<file path="config.mk">
export PLATFORM = sky130hd
export DESIGN_NAME = eldritch_pwm_peripheral
export DESIGN_NICKNAME = d
export VERILOG_FILES = /design/src/rtl/eldritch_pwm_peripheral.sv
export SDC_FILE = /design/constraint.sdc
export NUM_CORES = 1
export LEC_CHECK = 0
export ABC_AREA = 1
export CAP_MARGIN = 30
export CORE_MARGIN = 2
export CORE_UTILIZATION = 41
export CTS_BUF_LIST = sky130_fd_sc_hd__clkbuf_16
export DETAILED_ROUTE_END_ITERATION = 10
export GPL_ROUTABILITY_DRIVEN = 0
export HOLD_SLACK_MARGIN = 0.08
export RECOVER_POWER = 25
export SYNTH_ARGS = -nofsm -noshare
export SYNTH_HDL_FRONTEND = slang
export SYNTH_SLANG_ARGS = --single-unit
</file>
<file path="constraint.sdc">
create_clock -name clk -period 3.1 [get_ports clk]
set_input_delay 0.31 -clock clk [delete_from_list [all_inputs] [get_ports clk]]
set_output_delay 0.31 -clock clk [all_outputs]
set_load 0.01 [all_outputs]
</file>
<file path="src/rtl/eldritch_pwm_peripheral.sv">
`default_nettype none
// +-----------------------------------------------------------------+
// | eldritch_pwm_peripheral: 3-channel PWM, action compares,        |
// | phase sync and per-output deadband. Revision: 1.0 initial       |
// +-----------------------------------------------------------------+
module eldritch_pwm_peripheral #(
  parameter int NUM_CH = 3,
  parameter int CNT_W  = 16
) (
  input  logic       clk,
  input  logic       rst_n,
  input  logic       ena,
  input  logic [7:0] ui_in,
  input  logic [7:0] uio_in,
  output logic [7:0] uio_out,
  output logic [7:0] uio_oe,
  output logic [7:0] uo_out
);

  localparam int c_NUM_REGS = 49;

  logic [7:0]          r_regs [c_NUM_REGS];
  logic [5:0]          w_addr;
  logic                w_we;
  logic [NUM_CH-1:0]   w_wrap;
  logic                w_sync;
  logic [2*NUM_CH-1:0] w_pwm;
  logic                w_unused;

  assign w_addr   = ui_in[7:2];
  assign w_we     = ui_in[0];
  assign w_sync   = w_wrap[0];
  assign w_unused = &{1'b0, ena, ui_in[1]};

  always_ff @(posedge clk) begin
    if (!rst_n) begin
      for (int i = 0; i < c_NUM_REGS; i++) r_regs[i] <= '0;
    end else if (w_we && (w_addr < 6'(c_NUM_REGS))) begin
      r_regs[w_addr] <= uio_in;
    end
  end

  for (genvar c = 0; c < NUM_CH; c++) begin : g_ch
    // CH1 has no phase register, so its output blocks start two bytes earlier
    localparam int c_BASE  = (c == 0) ? 0 : 15 + 17 * (c - 1);
    localparam int c_OBASE = c_BASE + ((c == 0) ? 3 : 5);

    logic [7:0]       w_ctrl;
    logic             w_en;
    logic [CNT_W-1:0] w_period;
    logic [CNT_W-1:0] w_phase;
    logic [CNT_W-1:0] r_cnt;
    logic             w_sync_load;
    logic             w_unused_ctrl;

    assign w_ctrl        = r_regs[c_BASE];
    assign w_en          = w_ctrl[0];
    assign w_period      = CNT_W'({r_regs[c_BASE+1], r_regs[c_BASE+2]});
    assign w_phase       = (c == 0) ? '0 : CNT_W'({r_regs[c_BASE+3], r_regs[c_BASE+4]});
    assign w_wrap[c]     = w_en && (r_cnt >= w_period);
    assign w_sync_load   = (c != 0) && w_ctrl[4] && w_sync;
    assign w_unused_ctrl = &{1'b0, w_ctrl[7:5], w_ctrl[3]};

    always_ff @(posedge clk) begin
      if (!rst_n) begin
        r_cnt <= '0;
      end else if (!w_en) begin
        r_cnt <= '0;
      end else if (w_sync_load) begin
        r_cnt <= w_phase;
      end else if (w_wrap[c]) begin
        r_cnt <= '0;
      end else begin
        r_cnt <= r_cnt + 1'b1;
      end
    end

    for (genvar o = 0; o < 2; o++) begin : g_out
      localparam int c_A = c_OBASE + 6 * o;

      logic [7:0]       w_act;
      logic [7:0]       w_dbcfg;
      logic [CNT_W-1:0] w_cmpa;
      logic [CNT_W-1:0] w_cmpb;
      logic             w_ev_z;
      logic             w_ev_p;
      logic             w_ev_a;
      logic             w_ev_b;
      logic [1:0]       w_code;
      logic             w_raw_nxt;
      logic             r_raw;
      logic             r_db;
      logic [3:0]       r_dbcnt;
      logic [3:0]       w_delay;
      logic             w_mismatch;
      logic             w_out;

      assign w_act   = r_regs[c_A];
      assign w_cmpa  = CNT_W'({r_regs[c_A+1], r_regs[c_A+2]});
      assign w_cmpb  = CNT_W'({r_regs[c_A+3], r_regs[c_A+4]});
      assign w_dbcfg = r_regs[c_A+5];

      assign w_ev_z = (r_cnt == '0);
      assign w_ev_p = (r_cnt == w_period);
      assign w_ev_a = (r_cnt == w_cmpa) && (w_cmpa <= w_period);
      assign w_ev_b = (r_cnt == w_cmpb) && (w_cmpb <= w_period);

      // Later assignments override earlier ones: CMPB > CMPA > ZERO > PERIOD
      always_comb begin
        w_code = 2'b00;
        if (w_ev_p && (w_act[3:2] != 2'b00)) w_code = w_act[3:2];
        if (w_ev_z && (w_act[1:0] != 2'b00)) w_code = w_act[1:0];
        if (w_ev_a && (w_act[5:4] != 2'b00)) w_code = w_act[5:4];
        if (w_ev_b && (w_act[7:6] != 2'b00)) w_code = w_act[7:6];
      end

      always_comb begin
        case (w_code)
          2'b01:   w_raw_nxt = 1'b0;
          2'b10:   w_raw_nxt = 1'b1;
          2'b11:   w_raw_nxt = ~r_raw;
          default: w_raw_nxt = r_raw;
        endcase
      end

      always_ff @(posedge clk) begin
        if (!rst_n) begin
          r_raw <= 1'b0;
        end else if (!w_en) begin
          r_raw <= 1'b0;
        end else begin
          r_raw <= w_raw_nxt;
        end
      end

      assign w_delay    = r_raw ? w_dbcfg[7:4] : w_dbcfg[3:0];
      assign w_mismatch = (r_raw != r_db);

      // r_dbcnt counts how long raw has disagreed with the deadbanded level
      always_ff @(posedge clk) begin
        if (!rst_n) begin
          r_db    <= 1'b0;
          r_dbcnt <= '0;
        end else if (!w_mismatch) begin
          r_dbcnt <= '0;
        end else if (({1'b0, r_dbcnt} + 5'd1) >= {1'b0, w_delay}) begin
          r_db    <= r_raw;
          r_dbcnt <= '0;
        end else begin
          r_dbcnt <= r_dbcnt + 4'd1;
        end
      end

      // A zero delay passes raw straight through without the one-clock lag
      assign w_out = (w_mismatch && (w_delay == 4'd0)) ? r_raw : r_db;
      assign w_pwm[2*c+o] = w_out & w_ctrl[1+o] & w_en;
    end
  end

  assign uo_out  = 8'(w_pwm);
  assign uio_out = '0;
  assign uio_oe  = '0;

endmodule
`default_nettype wire

</file>
== After elaboration in Yosys (flattened, before gate mapping) ==
Memories as Yosys holds them, arrays and structs flattened.
Cells that the tools add are included.
Storage, ports and cells
  memories kept: 1
  input port bits: 19
  bits in latches: 0
  register bits: 84
  memory bits (writable): 392
  output and inout bits: 24
  word-level logic and storage cells: 281
  ROM bits: 0
Operators by class
  add/subtract/negate cells: 15
  magnitude comparators: 22
  reductions and logical operators: 104
  equal/unequal tests: 39
  bitwise gates (word level): 26
  divide/modulo/power cells: 0
  muxes and demuxes: 53
  multipliers: 0
  shift operators: 0
Memories
  r_regs: words 49, bits a word 8, rd ports 49, clocked after memory_dff 0, write ports 49, line 22  | logic [7:0] r_regs [c_NUM_REGS];
Operator list (count)
  $eq A16 B16 Y1: 15
  $le A16 B16 Y1: 12
  $mux W16: 4
  $add A16 B1 Y16 const B: 3
  $ge A16 B16 Y1: 3
  $logic_and A1 B1 Y1: 48
  $logic_not A16 Y1: 3
  $mux W2: 24
  $reduce_bool A2 Y1: 24
  $add A4 B1 Y5 const B: 6
  $ge A5 B4 Y1: 6
  $add A4 B1 Y4 const B: 6
  $eq A2 B2 Y1 const B: 12
  $logic_not A4 Y1: 6
  $mux W4: 6
  $reduce_or A3 Y1: 7
  $pmux W1 S3: 6
  $reduce_and A2 Y1: 9
  $reduce_bool A3 Y1: 6
  $not A1 Y1: 14
  $and A1 B1 Y1: 12
  $eq A2 B1 Y1 const B: 6
  $mux W1: 11
  $mux W8: 1
  4 further kinds: 9

== Depth between registers and ports, before layout ==
An unclocked memory read counts as a cell.
  depth after elaboration: 9
  depth in mapped cells: 17
  depth with buffers taken out: 17

== Worst setup path before layout ==
OpenSTA, ideal clock, no wires.
  path type: reg2reg
  from: register g_ch[0].r_cnt[0]
  to: register g_ch[1].r_cnt[0]
  setup time: 0.125 ns
  clock period less this slack: 2.335 ns
  stages on the path, launching flop included: 15
  arrival: 2.210 ns
  data required time: 2.975 ns
  buffers on the path: 2
  path slack: 0.765 ns
  cells stage by stage: dfxtp_1 clkbuf_1 inv_1 ha_1 nand2_1 nor2_1 nand2_1 nor2_1 a211oi_1 nand2_1 nand3_1 clkbuf_1 nand2_1 nand2_1 nor2_1
Between the ends
  cells in the longest elaborated chain, start to end: 4
RTL lines
  start, declared: line 52  | logic [CNT_W-1:0] r_cnt;
  start signal, assigned: line 70  | r_cnt <= w_phase;
  start signal, assigned: line 74  | r_cnt <= r_cnt + 1'b1;
  $ge A16 B16 Y1: line 60  | assign w_wrap[c] = w_en && (r_cnt >= w_period);
  $logic_and A1 B1 Y1: line 60
  $logic_and A1 B1 Y1: line 61  | assign w_sync_load = (c != 0) && w_ctrl[4] && w_sync;
  $mux W16: line 69  | end else if (w_sync_load) begin
  end signal, assigned: line 70
  end signal, assigned: line 74
  end, declared: line 52
Every way passes these cells.
A chain may end at the register's enable or synchronous reset.

== Worst setup path in the final report ==
  from: register g_ch[0].g_out[0].r_raw
  to: output port uo_out[0]
Between the ends
  cells in the longest elaborated chain, start to end: 6
  elaborated cells on any way between the ends: 7
  classes of those cells: eq/ne: 1; mux: 2; bitwise: 2; reduce/logical: 2
RTL lines
  start, declared: line 91  | logic r_raw;
  start signal, assigned: line 132  | r_raw <= w_raw_nxt;
  $mux W4: line 136  | assign w_delay = r_raw ? w_dbcfg[7:4] : w_dbcfg[3:0];
  $logic_not A4 Y1: line 155  | assign w_out = (w_mismatch && (w_delay == 4'd0)) ? r_raw : r_db;
  $logic_and A1 B1 Y1: line 155
  $mux W1 *: line 155
  $and A1 B1 Y1 * (2 in series): line 156  | assign w_pwm[2*c+o] = w_out & w_ctrl[1+o] & w_en;
  end, declared: line 17  | output logic [7:0] uo_out
Every way passes the cells marked *; elsewhere a longest branch is shown, timed or not.

==> impl_metrics.xml <==
<?xml version="1.0" encoding="UTF-8"?>
<metrics>
  <group name="run_status">
    <metric name="outcome" unit="">completed</metric>
  </group>
  <group name="logic_synthesis">
    <metric name="synth_area_per_cell" unit="um^2">8.60</metric>
    <metric name="synth_sequential_area_ratio" unit="%">46.5</metric>
    <metric name="synth_top_area_share" unit="%">40.5</metric>
    <metric name="synth_seq_cells" unit="">463</metric>
    <metric name="synth_warnings" unit="">0</metric>
    <metric name="syn-cell-area" unit="um^2">28100</metric>
    <metric name="synth_top_cells_by_area" unit="">sky130_fd_sc_hd__edfxtp_1 (41%), sky130_fd_sc_hd__ha_1 (12%), sky130_fd_sc_hd__nand2_1 (9.4%), sky130_fd_sc_hd__nor2_1 (8.8%), sky130_fd_sc_hd__dfxtp_1 (6.0%)</metric>
    <metric name="synth.distinct_cells" unit="">45</metric>
    <metric name="post_synth_inst_count" unit="">3267</metric>
    <metric name="yosysTopAreaCell" unit="">sky130_fd_sc_hd__edfxtp_1</metric>
  </group>
  <group name="global_routing">
    <metric name="sum_of_overflow_across_all_layers_after_global_routing" unit="">0</metric>
    <metric name="grt_max_degree" unit="">50</metric>
    <metric name="grt_antenna_before_repair" unit="">0</metric>
    <metric name="first_global_vias" unit="">20417</metric>
    <metric name="grt_usage" unit="%">22.0</metric>
    <metric name="grt_pass1_wl" unit="um">119000</metric>
  </group>
  <group name="finish">
    <metric name="num-nets-final" unit="">3629</metric>
    <metric name="flow.area_growth_from_synthesis" unit="%">12.0</metric>
    <metric name="final_layout_size_suffix_gt1_share" unit="%">6.93</metric>
    <metric name="fillerInstances" unit="">6569</metric>
    <metric name="final_common_cell" unit="">sky130_fd_sc_hd__nand2_1</metric>
    <metric name="finalCoreUtilization" unit="%">46.6</metric>
    <metric name="final_cell_mix" unit="">sky130_fd_sc_hd__nand2_1 (731), sky130_fd_sc_hd__nor2_1 (657), sky130_fd_sc_hd__edfxtp_1 (379)</metric>
    <metric name="design_area" unit="um^2">31400</metric>
    <metric name="num_antenna_cells" unit="">0</metric>
  </group>
  <group name="timing">
    <metric name="grt_setup_unrepaired" unit="">false</metric>
    <metric name="finalHoldViolCount" unit="">0</metric>
    <metric name="rel_slew_slack" unit="%">46.5</metric>
    <metric name="max_freq" unit="GHz">0.341</metric>
    <metric name="setup_tns" unit="ns">0</metric>
    <metric name="finalClockSkew" unit="ns">0.0250</metric>
    <metric name="number_of_pins_with_negative_max_slew_slack_in_the_final_report" unit="">0</metric>
    <metric name="final_cycle_utilization_of_the_critical_path" unit="%">94.5</metric>
    <metric name="setup_viol_count_final" unit="">0</metric>
    <metric name="worst_max_slew_pin_slew" unit="ns">0.803</metric>
    <metric name="finalCriticalPeriod" unit="ns">2.93</metric>
  </group>
  <group name="setup_path">
    <metric name="regToRegSetupSlack" unit="ns">0.41</metric>
    <metric name="worstPathArrival" unit="ns">2.62</metric>
    <metric name="worstSetupPathType" unit="">register to primary output</metric>
    <metric name="critical_path.top_delay_family" unit="">buffers and inverters</metric>
    <metric name="max_stage_delay" unit="ns">0.58</metric>
    <metric name="required" unit="ns">2.79</metric>
    <metric name="critical_path.cell_chain" unit="">inv_1, nand2_1, nand2_1, nor2_1, nand3_1, o21ai_1, nand2_1, nor2_2, clkdlybuf4s50_1</metric>
    <metric name="cpMostUsedCell" unit="">sky130_fd_sc_hd__nand2_1</metric>
    <metric name="kind_of_launch_point_of_the_worst_setup_path" unit="">register</metric>
    <metric name="path_max_fanout" unit="">8</metric>
    <metric name="rr_startpoint" unit="">r_regs[1][7]$_SDFFCE_PN0P_</metric>
    <metric name="endpoint_kind" unit="">primary output</metric>
    <metric name="cp_slowest_cell" unit="">sky130_fd_sc_hd__clkdlybuf4s50_1</metric>
    <metric name="r2r_cells" unit="">14</metric>
    <metric name="crit-reg2reg-capture" unit="">g_ch[2].r_cnt[1]$_SDFF_PN0_</metric>
    <metric name="number_of_buffer_and_inverter_instances_along_the_worst_setup_path" unit="">2</metric>
  </group>
  <group name="floorplan">
    <metric name="fp.dieH" unit="um">266</metric>
    <metric name="core.rowCount" unit="">95</metric>
    <metric name="starting_density_of_the_core" unit="%">41.6</metric>
    <metric name="overall_die_area" unit="um^2">70600</metric>
    <metric name="dieWidth" unit="um">266</metric>
    <metric name="std_cell_core_area" unit="um^2">67500</metric>
    <metric name="pin_count" unit="">43</metric>
  </group>
  <group name="min_path">
    <metric name="min_path_type" unit="">input pin to register</metric>
    <metric name="hold_path_end" unit="">g_ch[2].g_out[0].r_db$_SDFFE_PN0P_</metric>
    <metric name="hp-start" unit="">rst_n</metric>
    <metric name="whs_path_depth" unit="">4</metric>
  </group>
  <group name="routing">
    <metric name="detail_route.drc_violations" unit="">0</metric>
    <metric name="avgViaCountPerCell" unit="">5.04</metric>
    <metric name="detailedRoute.firstPassIterationCount" unit="">5</metric>
    <metric name="dr_total_vias" unit="">21397</metric>
    <metric name="drt_iter0_drc" unit="">1534</metric>
    <metric name="wl_per_cell" unit="um">18.2</metric>
    <metric name="drt.antenna.violating_nets" unit="">0</metric>
    <metric name="totalWireLength" unit="um">77300</metric>
  </group>
  <group name="clock_tree">
    <metric name="clk_root_buffer_cell" unit="">sky130_fd_sc_hd__clkbuf_16</metric>
    <metric name="clockBufferDepth" unit="">3</metric>
    <metric name="cts-htree-levels" unit="">2</metric>
    <metric name="clkLatencyLatePin" unit="ns">0.61</metric>
    <metric name="cts_tree" unit="">built</metric>
    <metric name="cts_sinks" unit="">463</metric>
    <metric name="number_of_buffers_added_by_the_clock_tree_synthesis_step" unit="">51</metric>
    <metric name="clock_pin_slew_worst_setup_and_hold_paths" unit="ns">0.06</metric>
  </group>
  <group name="power_and_ir_drop">
    <metric name="power_density_normalized_to_cell_area" unit="nW/um^2">489</metric>
    <metric name="maximum_vdd_drop" unit="mV">0.373</metric>
    <metric name="cellLeakagePower" unit="uW">0.0140</metric>
  </group>
  <group name="place">
    <metric name="numPortBuffers" unit="">22</metric>
    <metric name="placed_wire_length_estimate_after_detailed_placement" unit="um">53100</metric>
    <metric name="postPlaceCellArea" unit="um^2">29800</metric>
  </group>
  <group name="job">
    <metric name="maxCapViolCount" unit="">0</metric>
  </group>
</metrics>
worst max-delay path by stage:
stage,startpoint,end,cells after the start
after floorplan,g_ch[0].r_cnt[0]$_SDFF_PP0_,g_ch[1].r_cnt[0]$_SDFF_PN0_,14
after global placement,ui_in[2],r_regs[14][0]$_SDFFCE_PN0P_,8
after detailed placement,ui_in[2],r_regs[46][7]$_SDFFCE_PN0P_,8
after CTS,g_ch[0].g_out[0].r_raw$_SDFFE_PN0P_,uo_out[0],9
after global routing,ui_in[4],r_regs[10][1]$_SDFFCE_PN0P_,9
final,g_ch[0].g_out[0].r_raw$_SDFFE_PN0P_,uo_out[0],9
worst min-delay path, cell delays in order:
cell and delay [ns]:
sky130_fd_sc_hd__buf_4 0.14, sky130_fd_sc_hd__buf_4 0.29, sky130_fd_sc_hd__o21ai_0 0.14, sky130_fd_sc_hd__a21oi_1 0.05
flip-flops by register name, indices dropped and copies added (netlist names):
signal / cells
g_ch.g_out.r_dbcnt: 24
g_ch.g_out.r_raw: 6
g_ch.g_out.r_db: 6
g_ch.r_cnt: 48
r_regs: 379
layout make-up:
cell class | count | area (um^2) | area share [%]
clock buffers | 52 | 1300 | 4.14
multi-input cells | 2373 | 13200 | 42.0
inverters | 325 | 1220 | 3.88
repair buffers | 120 | 1030 | 3.27
flip-flops and latches | 463 | 13100 | 41.6
well taps | 873 | 1090 | 3.47
clock inverters | 43 | 524 | 1.67
per-layer routing:
layer	global-route usage [%]	routed length (um)	part of all wire, %
met4	6.41	2180	2.8
met1	29.8	34400	45
met5	0	0	0
met2	36.9	35600	46
met3	2.90	5040	6.5
what timing repair did:
| action | in CTS | in global routing |
|---|---|---|
| setup buffers | 0 | 0 |
| resized for setup | 2 | 10 |
| cloned | 0 | 0 |
| endpoints found under the setup margin | 2 | 11 |
| hold buffers | 0 | 0 |
per-stage QoR:
stage | worst slack (ns) | std cells | hold slack, ns | power (uW)
finish | 0.169 | 4249 | 0.409 | 15400
global route | 0.0180 | 4249 | 0.423 | 15900
CTS | 0.00771 | 4249 | 0.382 | 15500
detailed placement | 0.0828 | 4154 | 0.457 | 8870
global placement | 0.114 | 4154 | 0.450 | 8840
floorplan | 0.765 | 3284 | 0.433 | 8310
cells in the mapped netlist, drive strengths merged:
| cell | count |
|---|---|
| and2 | 2 |
| o21ai | 74 |
| clkinv | 2 |
| buf | 31 |
| a21oi | 135 |
| a31o | 1 |
| nand3b | 12 |
| a21o | 4 |
| conb | 1 |
| nor4 | 6 |
| nand2 | 748 |
| a211oi | 2 |
| inv | 323 |
| a31oi | 4 |
| nand4 | 56 |
| a211o | 6 |
| o21bai | 8 |
| xnor2 | 57 |
| edfxtp | 379 |
| nand3 | 100 |
| xor2 | 94 |
| o31ai | 1 |
| o21a | 3 |
| clkbuf | 92 |
| o211ai | 1 |
| or2 | 23 |
| ha | 276 |
| a21boi | 11 |
| dfxtp | 84 |
| nor3 | 51 |
| nor3b | 5 |
| mux2i | 16 |
| nor2 | 659 |
power by group:
group	total (uW)	internal, uW	leakage [uW]	switching [uW]
clock	6630	4040	0.000908	2590
sequential	7200	7000	0.00428	197
combinational	1540	529	0.00883	1010
logic make-up after synthesis:
kind of cell | Yosys count | synth area share (%)
compound gates | 250 | 4.85
simple gates | 1662 | 24.8
fa+ha+maj | 276 | 12.3
xor+xnor | 151 | 4.71
flops | 463 | 46.5
buf+inv | 448 | 6.28
other cells | 1 | 0.0134
mux | 16 | 0.570
(Power assumes the default switching activity.)
